File: config.mk
export PLATFORM = sky130hd
export DESIGN_NAME = ahb_dphase_mux
export DESIGN_NICKNAME = d
export VERILOG_FILES = /design/src/rtl/ahb_dphase_mux_pkg.sv /design/src/rtl/ahb_dphase_mux_pri_onehot.sv /design/src/rtl/ahb_dphase_mux.sv
export SDC_FILE = /design/constraint.sdc
export NUM_CORES = 1
export LEC_CHECK = 0
export CAP_MARGIN = 20
export CORE_AREA = 2 2 128 130
export DETAILED_ROUTE_END_ITERATION = 7
export DIE_AREA = 0 0 130 132
export GPL_ROUTABILITY_DRIVEN = 0
export PLACE_DENSITY_LB_ADDON = 0.05
export SYNTH_ARGS = -nofsm -noshare
export SYNTH_HDL_FRONTEND = slang
export SYNTH_SLANG_ARGS = --single-unit
File: constraint.sdc
create_clock -name HCLK -period 2.8 [get_ports HCLK]
set_clock_uncertainty 0.2 [all_clocks]
set_input_delay 0.56 -clock HCLK [delete_from_list [all_inputs] [get_ports HCLK]]
set_output_delay 0.56 -clock HCLK [all_outputs]
set_load 0.03 [all_outputs]
File: src/rtl/ahb_dphase_mux_pkg.sv
// Shared types and codes for the AHB-Lite data-phase response mux.
package ahb_dphase_mux_pkg;

  localparam logic [1:0] HTRANS_IDLE   = 2'b00;
  localparam logic [1:0] HTRANS_BUSY   = 2'b01;
  localparam logic [1:0] HTRANS_NONSEQ = 2'b10;
  localparam logic [1:0] HTRANS_SEQ    = 2'b11;

  localparam logic HRESP_OKAY  = 1'b0;
  localparam logic HRESP_ERROR = 1'b1;

  typedef enum logic [1:0] {
    D_IDLE = 2'd0,
    D_ERR1 = 2'd1,
    D_ERR2 = 2'd2
  } dstate_t;

endpackage

File: src/rtl/ahb_dphase_mux_pri_onehot.sv
// Lowest-index-wins first-set vector plus a multi-hot flag; purely combinational.
module ahb_dphase_mux_pri_onehot #(
  parameter int unsigned N = 8
) (
  input  logic [N-1:0] req,
  output logic [N-1:0] first_c,
  output logic         multi_c
);

  generate
    if (N == 1) begin : g_wire
      assign first_c = req;
      assign multi_c = 1'b0;
    end else begin : g_pri
      logic seen;
      always_comb begin
        first_c = '0;
        multi_c = 1'b0;
        seen    = 1'b0;
        for (int unsigned i = 0; i < N; i++) begin
          if (req[i]) begin
            if (seen) multi_c = 1'b1;
            else first_c[i] = 1'b1;
            seen = 1'b1;
          end
        end
      end
    end
  endgenerate

endmodule

File: src/rtl/ahb_dphase_mux.sv
// NSLV:1 AHB-Lite read-response mux: registered data-phase select, AND-OR mux,
// and a built-in default slave answering unmapped transfers with a two-cycle ERROR.
module ahb_dphase_mux
  import ahb_dphase_mux_pkg::*;
#(
  parameter int unsigned NSLV = 8,
  parameter int unsigned DW   = 32
) (
  input  logic               HCLK,
  input  logic               HRESETn,
  input  logic [NSLV-1:0]    hsel_i,
  input  logic [1:0]         htrans_i,
  input  logic [NSLV*DW-1:0] hrdata_i,
  input  logic [NSLV-1:0]    hreadyout_i,
  input  logic [NSLV-1:0]    hresp_i,
  output logic [DW-1:0]      hrdata_o,
  output logic               hready_o,
  output logic               hresp_o,
  output logic [NSLV-1:0]    dsel_o,
  output logic               sel_err_o
);

  logic [NSLV-1:0] first_sel;
  logic            multi_sel;
  logic [NSLV-1:0] dsel_q;
  logic            sel_err_q;
  dstate_t         state_q, state_d;
  logic            active_trans;
  logic            cap_unmapped;
  logic [DW-1:0]   mux_data;
  logic            mux_ready;
  logic            mux_resp;

  ahb_dphase_mux_pri_onehot #(.N(NSLV)) u_pri (
    .req     (hsel_i),
    .first_c (first_sel),
    .multi_c (multi_sel)
  );

  assign active_trans = (htrans_i == HTRANS_NONSEQ) || (htrans_i == HTRANS_SEQ);
  assign cap_unmapped = hready_o && (hsel_i == '0) && active_trans;

  // Address-phase capture only while the bus is ready.
  always_ff @(posedge HCLK or negedge HRESETn) begin
    if (!HRESETn) begin
      dsel_q    <= '0;
      sel_err_q <= 1'b0;
    end else if (hready_o) begin
      dsel_q    <= first_sel;
      sel_err_q <= multi_sel;
    end
  end

  always_ff @(posedge HCLK or negedge HRESETn) begin
    if (!HRESETn) state_q <= D_IDLE;
    else          state_q <= state_d;
  end

  // D_ERR2 can immediately re-enter D_ERR1 so back-to-back errors have no OKAY gap.
  always_comb begin
    state_d = state_q;
    unique case (state_q)
      D_IDLE:  if (cap_unmapped) state_d = D_ERR1;
      D_ERR1:  state_d = D_ERR2;
      D_ERR2:  state_d = cap_unmapped ? D_ERR1 : D_IDLE;
      default: state_d = D_IDLE;
    endcase
  end

  // AND-OR mux of the data-phase slave responses.
  always_comb begin
    mux_data  = '0;
    mux_ready = 1'b0;
    mux_resp  = 1'b0;
    for (int unsigned k = 0; k < NSLV; k++) begin
      mux_data  = mux_data | (hrdata_i[k*DW +: DW] & {DW{dsel_q[k]}});
      mux_ready = mux_ready | (dsel_q[k] & hreadyout_i[k]);
      mux_resp  = mux_resp | (dsel_q[k] & hresp_i[k]);
    end
  end

  always_comb begin
    hrdata_o = '0;
    hready_o = 1'b1;
    hresp_o  = HRESP_OKAY;
    if (dsel_q != '0) begin
      hrdata_o = mux_data;
      hready_o = mux_ready;
      hresp_o  = mux_resp;
    end else begin
      unique case (state_q)
        D_ERR1: begin
          hready_o = 1'b0;
          hresp_o  = HRESP_ERROR;
        end
        D_ERR2: hresp_o = HRESP_ERROR;
        default: ;
      endcase
    end
  end

  assign dsel_o    = dsel_q;
  assign sel_err_o = sel_err_q;

endmodule
==> results.cfg, run 1 <==
[power_and_ir_drop]
total_power_w = 0.00369
vdd_drop_max_uv = 273
p_leak_nw = 2.10
pwr_density_cell_nw_per_um2 = 636

[routing]
dr.pass1.iters = 4
wl_per_cell_um = 23.5
via_per_inst = 4.73
routed_wl_um = 19000
drcViolationCount = 0
drtIter0Drc = 200
detail-route-antenna-nets = 0
num_vias = 3833

[synth]
synth_simple_gate_area_frac = 0.183
ys_types = 38
synth_edf_count = 0
synth-seq-area-share = 0.125
synthCells = 274
synth_fa_ha_area_frac = 0.0330
synth_top_family_by_area = compound AO/OA/AOI/OAI gates
ys_seq_elements = 11
yosys_warnings = 0
synth_xor_xnor_area_share = 0
avgSynthCellArea_sq_um = 8.02
synthArstFlopShare = 1.00
ys.flop_type = dfrtp_1
synth_compound_area_frac = 0.544
synth_nets = 563
synth_area_sq_um = 2200
muxShareOfSynthArea = 0.0188

[floorplan]
initial_utilization = 0.140
dieArea_sq_um = 17200
die_y_um = 132
io_pins = 327
coreArea_sq_um = 15700
dieWidth_um = 130
num_rows = 46

[clock_network]
cts_buffer_depth = 2
cts.sinks = 11
clk_transition_reported_paths_ns = 0.04
clk_latency_ns = 0.23
htreeDepth = 1
root_buffer = clkbuf_16
post-cts-setup-buffers = 0
cts_buffers = 3
tritoncts = done

[sta]
rsz0062_at_grt = no
fmax_mhz = 368
finalHoldViolCount = 0
slew_violations = 0
tightest_slew_ns = 0.534
setup_viol = 0
finalCritPeriodShare = 0.971
slew-limit-headroom = 0.643
fin_crit_ns = 2.72

[finish]
fin_nets = 880
stdcell_area_sq_um = 5800
drive_gt1_frac = 0.134
final-seq-area_sq_um = 275
area_delta_synth_final_pct = 164
multi_input_area_sq_um = 1710
fillers = 1644

[global_routing]
grt_overflow = 0
grt_max_degree = 36
grtUsageTotal = 0.206
antenna_found_initial = 5
grt_pass1_vias = 4038
grt_pass1_wl_um = 26200

[run_status]
status = completed

[worst_setup_path]
path_cells = clkdlybuf4s50_1 -> a22oi_4 -> nand2_4 -> o31ai_4 -> inv_1 -> dlygate4sd2_1
critPathBufInv = 3
arrival_ns = 1.96
worst_path_max_delay_cell = clkdlybuf4s50_1
path_max_fanout = 2
r2r-end = state_q[1]
required_ns = 2.04
crit_family = buffers and inverters
start_kind = input pin
rr_worst_depth = 7
regToRegSetupSlack_ns = 0.77
critPathKind = input pin to output pin
max_stage_delay_ns = 0.45
reg2reg_from = dsel_o[1]
cp-end-kind = output pin

[worst_hold_path]
min_path_type = flop to flop
hold_depth = 2
hold_end = sel_err_o
hold_start = sel_err_o

[placement]
placed_cell_area_sq_um = 5710
post-dp-hpwl_um = 14900
portBuffers = 325

[job]
maxCapViolCount = 0
## cell families (layout without fill, tap and decap cells)
| group | Yosys count | count (layout) |
|---|---|---|
| simple gates | 63 | 63 |
| buf+inv | 38 | 354 |
| fa+ha+maj | 6 | 6 |
| compound gates | 153 | 153 |
| mux | 3 | 3 |
| flops | 11 | 11 |
| other cells | 0 | 4 |
## where the power goes
group,internal [W],switching [W],leakage [nW]
Clock,0.000190,0.0000602,0.0382
Combinational,0.00145,0.00175,1.92
Sequential,0.000196,0.0000406,0.146
## cells in the final DEF, fill, tap and decap left out, types with 2 or more instances in the layout
master           count
nand3_1              2
clkbuf_16            3
nor3_1               2
nand4_1             33
buf_4               48
nand3b_1             2
inv_1                5
nor4_2               2
nand2_2              2
o21ai_0              3
diode_2              4
ha_1                 5
clkdlybuf4s50_1    286
nand2_1             11
a22oi_2              2
buf_12              10
dfrtp_1             11
o21ai_1              7
mux2_4               2
a22oi_1            133
a22oi_4              2
## worst reg2reg max path: stages, from the launching register on
cell      delay [ns]
dfrtp_1         0.39
buf_4           0.16
a22oi_4         0.19
nand2_4         0.09
buf_4           0.15
o311ai_4        0.34
nand2_2         0.10
mux2_4          0.30
## Yosys cell counts (2+ instances only)
cell      count  area (sq um)
a22oi_4       2          42.5
buf_6         4          45.0
nor3_1        2          10.0
dfrtp_1      11           275
inv_1         5          18.8
nand3b_1      2          15.0
nand2_2       2          12.5
a22oi_2       2          25.0
clkbuf_1     16          60.1
o21ai_0       3          15.0
nand3_1       2          10.0
nand4_1      33           206
o21ai_1       7          35.0
nor4_2        2          25.0
nand2_1      11          41.3
buf_2         3          15.0
a22oi_1     133           998
buf_4         9          67.6
mux2_4        2          30.0
ha_1          5          62.6
## worst max path at each step
stage | startpoint | end | slack (ns) | cells after the start
3_3_place_gp | hreadyout_i[3] | hready_o | -0.17 | 6
6_report | hreadyout_i[3] | hready_o | 0.08 | 6
2_1_floorplan | dsel_o[5] | hready_o | 0.34 | 6
4_1_cts | hreadyout_i[3] | hready_o | 0.06 | 6
5_1_grt | hreadyout_i[3] | hready_o | 0.003 | 6
3_5_place_dp | hreadyout_i[3] | hready_o | -0.18 | 6
## cell type report
cell class,instances,share of cell area
tap,216,0.0466
sequential,11,0.0475
multi-input combinational,225,0.295
antenna,4,0.00173
inverter,5,0.00324
clock buffer,4,0.0136
timing repair buffer,345,0.592
## sequential cells by signal, summed over array words and instances (netlist names)
register,count
dsel_o,8
sel_err_o,1
state_q,2
## through the flow
step                 util  setup slack, ns  hold slack, ns  cells  TNS, ns
floorplan               -            0.342          0.0644    274        0
global placement    0.363           -0.172           0.291    802   -0.172
detailed placement  0.363           -0.184           0.295    802   -0.184
CTS                 0.368           0.0557           0.303    806        0
global route        0.369          0.00316           0.354    809        0
finish              0.369           0.0804           0.291    810        0
## metal layers
layer,vias up,global-route usage,share of wire
li1,1808,-,-
met5,-,0,0
met2,202,0.363,0.49
met4,0,0.0472,0.018
met1,1809,0.242,0.39
met3,14,0.0649,0.10
## repair_timing
item | 4_1_cts | 5_1_grt
endpoints found under the setup margin | 1 | 0
hold buffers | 0 | 0
endpoints found under the hold margin | 0 | 0
resized for setup | 1 | 0
(Power assumes the default switching activity.)
==> run 2: changes to the inputs <==
--- a/config.mk
+++ b/config.mk
@@ -5,12 +5,15 @@
 export SDC_FILE = /design/constraint.sdc
 export NUM_CORES = 1
 export LEC_CHECK = 0
+export ABC_CLOCK_PERIOD_IN_PS = 2800
 export CAP_MARGIN = 20
 export CORE_AREA = 2 2 128 130
 export DETAILED_ROUTE_END_ITERATION = 7
 export DIE_AREA = 0 0 130 132
 export GPL_ROUTABILITY_DRIVEN = 0
+export GPL_TIMING_DRIVEN = 0
 export PLACE_DENSITY_LB_ADDON = 0.05
+export SLEW_MARGIN = 10
 export SYNTH_ARGS = -nofsm -noshare
 export SYNTH_HDL_FRONTEND = slang
 export SYNTH_SLANG_ARGS = --single-unit
==> run 2 against run 1 <==
Net effect:
- sequential power decreased by 6%
- fmax fell by 3.7%
- highest routed layer is now met5
- largest power group unchanged
- total power decreased by 1.3%
- wire length is 11% higher
- clock power rose by 4%
- core utilization up 0.55 points
- final cell count rose by 1.9%
- non-clock buffer count is 18 higher
- global-route usage up 2.6 points
- clock-buffer cell count did not move
- the flow now finishes with violations (negative setup slack)
==> results.cfg, run 2 (synthesis results as in run 1) <==
[worst_setup_path]
path_depth = 7
regToRegSetupSlack_ns = 0.77
crit_family = buffers and inverters
critPathKind = input pin to output pin
worst_path_max_delay_cell = clkdlybuf4s50_1
arrival_ns = 2.06
required_ns = 2.04
critPathBufInv = 4
start_kind = input pin
max_stage_delay_ns = 0.44
cp-end-kind = output pin
rr_worst_depth = 6
path_cells = clkdlybuf4s50_1 -> a22oi_4 -> nand2_4 -> o31ai_4 -> buf_6 -> inv_1 -> clkdlybuf4s15_2
path_max_fanout = 7

[sta]
fin_crit_ns = 2.82
finalHoldViolCount = 0
slew_violations = 0
fmax_mhz = 354
tightest_slew_ns = 0.521
setup_viol = 1
whs_ns = 0.288
finalCritPeriodShare = 1.01
slew-limit-headroom = 0.652
layout_setup_ws_ns = -0.0236
rsz0062_at_grt = yes

[clock_network]
cts_buffers = 3
htreeDepth = 1
clk_transition_reported_paths_ns = 0.04
cts.sinks = 11
cts_buffer_depth = 2
root_buffer = clkbuf_16
tritoncts = done
clk_latency_ns = 0.24

[finish]
area_delta_synth_final_pct = 168
fin_nets = 898
layout_commonest_cell = clkdlybuf4s50_1
drive_gt1_frac = 0.105
largest_register_ff_count = 8
final_cell_mix = clkdlybuf4s50_1, a22oi_1, nand4_1, dlygate4sd2_1, buf_4
final_cells = 825
fin_util = 0.375

[run_status]
status = finished, violations left
violations = negative setup slack

[global_routing]
grt_overflow = 0
grt.busiest_layer = met2
grt_pass1_vias = 4228
grtUsageTotal = 0.232
grt_pass1_wl_um = 28700
met2_usage = 0.428
antenna_found_initial = 2
met1_usage = 0.275
gr-usage-met3 = 0.0515
grt_max_degree = 12

[floorplan]
coreArea_sq_um = 15700
dieWidth_um = 130
initial_utilization = 0.140
io_pins = 327
die_y_um = 132
num_rows = 46
dieArea_sq_um = 17200

[worst_hold_path]
hold_depth = 2
min_path_type = flop to flop

[routing]
drcViolationCount = 0
detail-route-antenna-nets = 0
wl_per_cell_um = 25.7
drtIter0Drc = 164
routed_wl_um = 21200
num_vias = 3989
via_per_inst = 4.84
dr.pass1.iters = 5

[placement]
post-dp-hpwl_um = 17100
portBuffers = 325
place_inst = 815

[job]
maxCapViolCount = 0

[power_and_ir_drop]
vdd_drop_max_uv = 247
pwr_density_cell_nw_per_um2 = 619
p_leak_nw = 2.19
-- run 2: worst reg2reg max path, stage by stage, from the launching register on --
cell and delay, ns:
dfrtp_1 0.38, buf_4 0.20, nor4_4 0.34, and2_4 0.24
o31ai_4 0.09, buf_4 0.18, mux2_4 0.29
-- run 2: final timing paths --
kind	endpoint	from
setup / recovery	hready_o	hreadyout_i[3]
hold / removal	sel_err_o	sel_err_o
setup reg to reg	dsel_o[0]	dsel_o[6]
hold reg to reg	sel_err_o	sel_err_o
max in group asynchronous	state_q[1]	HRESETn
min in group asynchronous	dsel_o[2]	HRESETn
-- run 2: layer usage --
layer	share of wire	up-vias
met5	0.00061	-
met4	0.013	2
met3	0.077	16
met2	0.51	193
met1	0.40	1931
li1	-	1847
-- run 2: repair_timing --
item,CTS,global route
setup buffers,1,4
endpoints found under the setup margin,34,6
resized for setup,74,9
hold buffers,0,0
pin swaps,1,2
-- run 2: layout make-up --
class                      count  area [sq um]
antenna                        1          2.50
multi-input combinational    225          1740
tap                          216           270
clock buffer                   4          78.8
buffer                        33           255
inverter                       5          18.8
sequential                    11           275
fill                        1644          9830
timing repair buffer         330          3250
-- run 2: power by group --
group          switching [W]  internal [W]
clock              0.0000688      0.000191
sequential         0.0000263      0.000196
combinational        0.00184       0.00132
-- run 2: through the flow --
step	TNS [ns]	setup slack (ns)	area (sq um)	power, W
global placement	-7.86	-0.623	5720	0.00347
finish	-0.0236	-0.0236	5880	0.00364
CTS	-0.0498	-0.0498	5860	0.00364
detailed placement	-7.39	-0.615	5720	0.00347
global route	-0.0778	-0.0778	5880	0.00385
floorplan	0	0.342	2200	0.00187
